File: src/rtl/fifo_wr_ingress_if.sv
// Upstream valid/ready stream into the FIFO write ingress stage.
//   s_valid : source has a word on s_data
//   s_data  : payload word, DATA_WIDTH bits
//   s_ready : sink can take the word this cycle
// master = word source, slave = fifo_wr_ingress.
interface fifo_wr_ingress_if #(
    parameter int unsigned DATA_WIDTH = 8
);
    logic                  s_valid;
    logic [DATA_WIDTH-1:0] s_data;
    logic                  s_ready;

    modport master (
        output s_valid,
        output s_data,
        input  s_ready
    );

    modport slave (
        input  s_valid,
        input  s_data,
        output s_ready
    );
endinterface

File: src/rtl/fifo_wr_ingress.sv
// Write-side ingress stage feeding an async FIFO write port (wclk domain).
// Buffers the upstream stream in a 2-entry skid buffer and issues winc/wdata.
// Writes are gated on a locally computed occupancy (exact write count minus
// the synchronized read pointer) because the FIFO's registered wfull lags
// the write pointer by one write.
//
// Ports:
//   wclk, wrst_n : write clock, synchronous active-low reset
//   s_if         : upstream stream (s_valid, s_data, s_ready), slave side
//   wq2_rptr     : gray read pointer already synchronized into wclk
//   wfull        : registered full flag from the FIFO write block
//   winc, wdata  : write strobe and data toward the FIFO write port/memory
//   level        : local occupancy estimate, 0..DEPTH
//   afull        : level >= DEPTH - AFULL_MARGIN
//   stall_cnt    : saturating count of cycles a buffered word was blocked
module fifo_wr_ingress #(
    parameter int unsigned ADD_WIDTH    = 3,
    parameter int unsigned DATA_WIDTH   = 8,
    parameter int unsigned AFULL_MARGIN = 2,
    parameter int unsigned STALL_CNT_W  = 16
) (
    input  logic                   wclk,
    input  logic                   wrst_n,
    fifo_wr_ingress_if.slave       s_if,
    input  logic [ADD_WIDTH:0]     wq2_rptr,
    input  logic                   wfull,
    output logic                   winc,
    output logic [DATA_WIDTH-1:0]  wdata,
    output logic [ADD_WIDTH:0]     level,
    output logic                   afull,
    output logic [STALL_CNT_W-1:0] stall_cnt
);
    localparam int unsigned PTR_W = ADD_WIDTH + 1;
    localparam int unsigned DEPTH = 1 << ADD_WIDTH;
    localparam logic [ADD_WIDTH:0] DEPTH_P   = PTR_W'(DEPTH);
    localparam logic [ADD_WIDTH:0] AFULL_LVL = PTR_W'(DEPTH - AFULL_MARGIN);

    typedef enum logic [1:0] {
        EMPTY = 2'd0,
        ONE   = 2'd1,
        TWO   = 2'd2
    } state_t;

    state_t                state;
    logic                  s_ready_q;
    logic                  buf_valid_q;
    logic [DATA_WIDTH-1:0] head;
    logic [DATA_WIDTH-1:0] tail;
    logic [ADD_WIDTH:0]    wcnt;
    logic [ADD_WIDTH:0]    rbin;
    logic [ADD_WIDTH:0]    occ;
    logic                  can_wr;
    logic                  accept;
    logic                  pop;

    // Gray to binary: bit i is the XOR of all gray bits at and above i.
    always_comb begin
        rbin = '0;
        for (int unsigned i = 0; i < PTR_W; i++) begin
            rbin[i] = ^(wq2_rptr >> i);
        end
    end

    // Modulo-2**PTR_W difference stays correct across pointer wrap.
    always_comb begin
        occ    = wcnt - rbin;
        can_wr = (occ < DEPTH_P) & ~wfull;
        winc   = buf_valid_q & can_wr;
        pop    = winc;
        accept = s_if.s_valid & s_ready_q;
    end

    assign s_if.s_ready = s_ready_q;
    assign wdata        = head;
    assign level        = occ;
    assign afull        = (occ >= AFULL_LVL);

    // Skid buffer FSM. s_ready and buffer-valid are kept as registered
    // copies of (state != TWO) and (state != EMPTY), updated alongside state.
    always_ff @(posedge wclk) begin
        if (!wrst_n) begin
            state       <= EMPTY;
            s_ready_q   <= 1'b1;
            buf_valid_q <= 1'b0;
            head        <= '0;
            tail        <= '0;
        end else begin
            case (state)
                EMPTY: begin
                    if (accept) begin
                        head        <= s_if.s_data;
                        state       <= ONE;
                        buf_valid_q <= 1'b1;
                    end
                end
                ONE: begin
                    if (accept && !pop) begin
                        tail      <= s_if.s_data;
                        state     <= TWO;
                        s_ready_q <= 1'b0;
                    end else if (!accept && pop) begin
                        state       <= EMPTY;
                        buf_valid_q <= 1'b0;
                    end else if (accept && pop) begin
                        // head is written this cycle; the new word replaces it
                        head <= s_if.s_data;
                    end
                end
                TWO: begin
                    if (pop) begin
                        head      <= tail;
                        state     <= ONE;
                        s_ready_q <= 1'b1;
                    end
                end
                default: begin
                    state       <= EMPTY;
                    s_ready_q   <= 1'b1;
                    buf_valid_q <= 1'b0;
                end
            endcase
        end
    end

    // Local write count mirrors the FIFO write block's binary pointer.
    always_ff @(posedge wclk) begin
        if (!wrst_n) begin
            wcnt <= '0;
        end else if (winc) begin
            wcnt <= wcnt + 1'b1;
        end
    end

    always_ff @(posedge wclk) begin
        if (!wrst_n) begin
            stall_cnt <= '0;
        end else if (buf_valid_q && !can_wr && (stall_cnt != '1)) begin
            stall_cnt <= stall_cnt + 1'b1;
        end
    end
endmodule

File: src/flat_wrapper.sv
// flat-port wrapper written by rule: the top's interface ports become plain ports
module fifo_wr_ingress_flat 
#(
    parameter int unsigned ADD_WIDTH    = 3,
    parameter int unsigned DATA_WIDTH   = 8,
    parameter int unsigned AFULL_MARGIN = 2,
    parameter int unsigned STALL_CNT_W  = 16
)
  (wclk, wrst_n, wq2_rptr, wfull, winc, wdata, level, afull, stall_cnt, s_if_s_valid, s_if_s_data, s_if_s_ready);
  fifo_wr_ingress_if #(.DATA_WIDTH(DATA_WIDTH)) s_if_i ();
  input  logic wclk;
  input  logic wrst_n;
  input  logic [ADD_WIDTH:0] wq2_rptr;
  input  logic wfull;
  output logic winc;
  output logic [DATA_WIDTH-1:0] wdata;
  output logic [ADD_WIDTH:0] level;
  output logic afull;
  output logic [STALL_CNT_W-1:0] stall_cnt;
  input wire logic [$bits(s_if_i.s_valid)-1:0] s_if_s_valid;
  input wire logic [$bits(s_if_i.s_data)-1:0] s_if_s_data;
  output wire logic [$bits(s_if_i.s_ready)-1:0] s_if_s_ready;
  assign s_if_i.s_valid = s_if_s_valid;
  assign s_if_i.s_data = s_if_s_data;
  assign s_if_s_ready = s_if_i.s_ready;
  fifo_wr_ingress #(.ADD_WIDTH(ADD_WIDTH), .DATA_WIDTH(DATA_WIDTH), .AFULL_MARGIN(AFULL_MARGIN), .STALL_CNT_W(STALL_CNT_W)) u_core (.wclk(wclk), .wrst_n(wrst_n), .s_if(s_if_i), .wq2_rptr(wq2_rptr), .wfull(wfull), .winc(winc), .wdata(wdata), .level(level), .afull(afull), .stall_cnt(stall_cnt));
endmodule
File: config.mk
export PLATFORM = sky130hd
export DESIGN_NAME = fifo_wr_ingress_flat
export DESIGN_NICKNAME = d
export VERILOG_FILES = /design/src/rtl/fifo_wr_ingress_if.sv /design/src/rtl/fifo_wr_ingress.sv /design/src/flat_wrapper.sv
export SDC_FILE = /design/constraint.sdc
export NUM_CORES = 1
export LEC_CHECK = 0
export BUFFER_PORTS_ARGS = -buffer_cell sky130_fd_sc_hd__buf_4
export CAP_MARGIN = 20
export CORE_ASPECT_RATIO = 1.2
export CORE_MARGIN = 3
export CORE_UTILIZATION = 35
export CTS_CLUSTER_DIAMETER = 150
export DETAILED_ROUTE_END_ITERATION = 16
export SYNTH_ARGS = -nofsm -noshare
export SYNTH_HDL_FRONTEND = slang
export SYNTH_SLANG_ARGS = --single-unit
File: constraint.sdc
create_clock -name wclk -period 4.95 [get_ports wclk]
set_clock_uncertainty 0.05 [all_clocks]
set_input_delay 0.99 -clock wclk [delete_from_list [all_inputs] [get_ports wclk]]
set_output_delay 0.99 -clock wclk [all_outputs]
set_load 0.005 [all_outputs]
==> summary.md <==
| Metric | Value |
|---|---|
| Crit Reg-Reg Startpoint | u_core.wcnt[0] |
| Total die area | roughly 7000 sq um |
| WS Path Type | in -> out |
| Clk Latency, worst-skew pair | 0.29 ns |
| Share of the synthesized area in the top cell type | 0.375 |
| R2R setup slack | approximately 2.3 ns |
| # setup viols final | 0 |
| Placed Area | 2510 sq um |
| # diodes | 0 |
| Worst slew pin tran | roughly 0.84 ns |
| Worst setup endpoint | winc |
| RSZ-0062 raised after global routing | no |
| Final Hold Violating Endpoints | 0 |
| Initial antenna violation count | 0 |
| Clock tree sinks | 40 |
| Share of cells above drive strength 1 | 0.196 |
| Row count | 30 |
| Synthesis-stage register bit count | 40 |
| Final WL | approximately 4.8 mm |
| Post-cts resize count | 0 |
| Max Root-Sink Buffers | 2 |
| Iter 0 DRT Violations | between 80 and 90 |
| Root Driver | clkbuf_8 |
| Power Density | between 300 and 400 nW/um^2 |
| Peak VDD IR | between 150 and 200 uV |
| Critical path's top delay family | simple AND/OR/NAND/NOR gates |
| Io pins | 47 |
| Status | completed |
| Hold bufs inserted after CTS | 0 |
| Post-route cell area | 2620 sq um |
| Synthesized area | approximately 2100 sq um |
| H-tree depth | 2 |
| Syn Nets | ~270 |
| Total power | around 0.00083 W |
| GRT Overall Usage | 0.143 |
| Final period util | 0.836 |
| Number of vias per cell | ~5.3 |
| Gate Count Post-Synth | 252 |
| Post-CTS setup buffer count | 0 |
| RePlAce Congestion | approximately 0.78 |
| CP max stage cell | o31a_1 |
| Largest net degree at the start of global routing | 40 |
| Pre-CTS WS | 0.800 ns |
| Rel. slew slack | 0.437 |
| Min-delay worst type | reg -> reg |
| Synth warn | 0 |
| Levels on crit path | 11 |
| CTS tree | done |
| Dominant cell type by area after synthesis | dfxtp_1 |
| Average wire per standard cell | 12.9 um |
| DR pass1 iterations | 4 |
| Crit path DAT | between 3 and 4 ns |
| Number of global-route vias before repair | 1795 |
| Detailed-route via count | about 2000 |
| Critical path, cell by cell | buf_4 -> xor2_1 -> xnor2_1 -> xnor2_1 -> ha_1 -> nor2b_1 -> nor2_1 -> o31a_1 -> nand3_1 -> inv_2 -> buf_4 |
| Die Y | 91.5 um |
| Worst-path maximum fanout | 8 |
| Final Max Tran Viols | 0 |
| R2R Path End | u_core.stall_cnt[15] |
| F_max | about 240 MHz |
| Mapped Avg Cell Area | approximately 8.5 sq um |
| Finished Core Util | 0.453 |
| Max-cap violation count | 0 |
| FF-to-FF path depth | 8 |
| Pleak | about 1.1 nW |
| Worst Path Required | between 3 and 4 ns |
| Core area | between 5000 and 6000 sq um |
| Synth top area cells | dfxtp_1 (38%), mux2i_1 (9.9%), nand2_1 (5.8%) |
| Count of input and output buffers | between 40 and 50 |
| Fin nets | about 310 |
| Remaining antenna violation count | 0 |
| Critical Path Source Type | primary input |
| CTS buffer count | 5 |
| Most common cell after layout, fill and taps aside | buf_4 |
| Slowest Stage Delay on Critical Path | approximately 0.31 ns |
| Yosys cell types | 40 |
| Area grow syn2layout | 22.9% |
| Crit end category | output port |
| Bufs and invs on worst path | 3 |
| First-pass GRT wire length | roughly 8.4 mm |
| Final worst-path setup slack | roughly 0.8 ns |
| Clock transition at path regs | ~0.08 ns |
| Register area share after synthesis | 0.375 |
| Tmin final | 4.14 ns |
| Setup TNS | 0 ns |
| CP Launch Point | wq2_rptr[3] |
| DPL Wire Length | between 3 and 4 mm |
| Residual DRC count | 0 |
| GR Overflow Total | 0 |
| Most frequent cells in the layout | buf_4 (47), dfxtp_1 (40), nand2_1 (33), mux2i_1 (21), o21ai_0 (17) |
| Chip width | 77.3 um |
| Initial core utilization | 0.369 |
[worst register-to-register path, delay by kind of cell, from the launching register on]
kind	cells	cell delay (ns)
and+or+nand+nor	4	1.39
AOI/OAI and AO/OA	2	0.45
DFF	1	0.39
adders and majority gates	1	0.22
buffers and inverters	1	0.07
[how the worst min path moves through the flow]
stage                               from             end  cells past startpoint
final                     u_core.tail[7]  u_core.tail[7]                      2
after global routing      u_core.tail[7]  u_core.tail[7]                      2
after CTS                 u_core.tail[7]  u_core.tail[7]                      2
after detailed placement  u_core.tail[7]  u_core.tail[7]                      2
after global placement    u_core.tail[3]  u_core.tail[3]                      2
after floorplan           u_core.tail[0]  u_core.tail[0]                      2
[layer usage]
layer,GRT usage,share of wire,vias up
met3,0.0327,0.051,6
met5,0,0,-
met1,0.174,0.46,903
li1,-,-,1002
met2,0.242,0.48,43
met4,0.0519,0.0092,0
[power breakdown]
part	internal, W	leakage, nW	switching, W
sequential	0.000348	0.325	0.0000230
clock	0.000149	0.0541	0.000119
combinational	0.0000967	0.710	0.0000922
[cell families (layout without fill, tap and decap cells)]
family	count (synthesis)	after routing	synth area share
buffers and inverters	24	63	0.0499
adder cells (fa/ha/maj)	5	5	0.0328
AND/OR/NAND/NOR	101	101	0.246
AO/OA/AOI/OAI	53	53	0.164
flip-flops	40	40	0.375
multiplexers	21	21	0.0985
XOR/XNOR	8	8	0.0328
[per-stage QoR]
stage          hold WS [ns]  cells
5_1_grt               0.436    371
3_5_place_dp          0.402    363
3_3_place_gp          0.392    363
6_report              0.410    371
2_1_floorplan         0.384    252
4_1_cts               0.415    371
[registers in the layout, summed over array words and instances, names as in the netlist]
| signal | flops |
|---|---|
| u_core.stall_cnt | 16 |
| u_core.tail | 8 |
| u_core.wdata | 8 |
| u_core.wcnt | 4 |
| u_core.state | 2 |
| u_core.buf_valid_q | 1 |
| u_core.s_if.s_ready | 1 |
[synthesized netlist by cell type, drive strengths merged]
master	instances
fa	1
a21oi	13
nor4	3
o31ai	4
and4b	1
and3	2
and3b	1
o41a	1
and4	3
o21ai	17
o21bai	1
o31a	2
nand4	10
or4	6
dfxtp	40
nor4b	1
nor2b	1
o211ai	2
o21a	2
a21o	1
nand3	10
nand2	33
a211o	1
nor3b	1
nor2	14
inv	8
mux2i	21
nand2b	5
ha	4
clkbuf	13
o311a	8
xnor2	6
nor3	3
xor2	2
a211oi	1
buf	3
or3	7
[area by class of cell]
| type | count | area [sq um] |
|---|---|---|
| Multi-Input combinational cell | 188 | 1230 |
| Fill cell | 604 | 3160 |
| Sequential cell | 40 | 801 |
| Clock inverter | 3 | 42.5 |
| Tap cell | 80 | 100 |
| Inverter | 8 | 30.0 |
| Timing Repair Buffer | 47 | 353 |
| Clock buffer | 5 | 68.8 |
(Power assumes the default switching activity.)
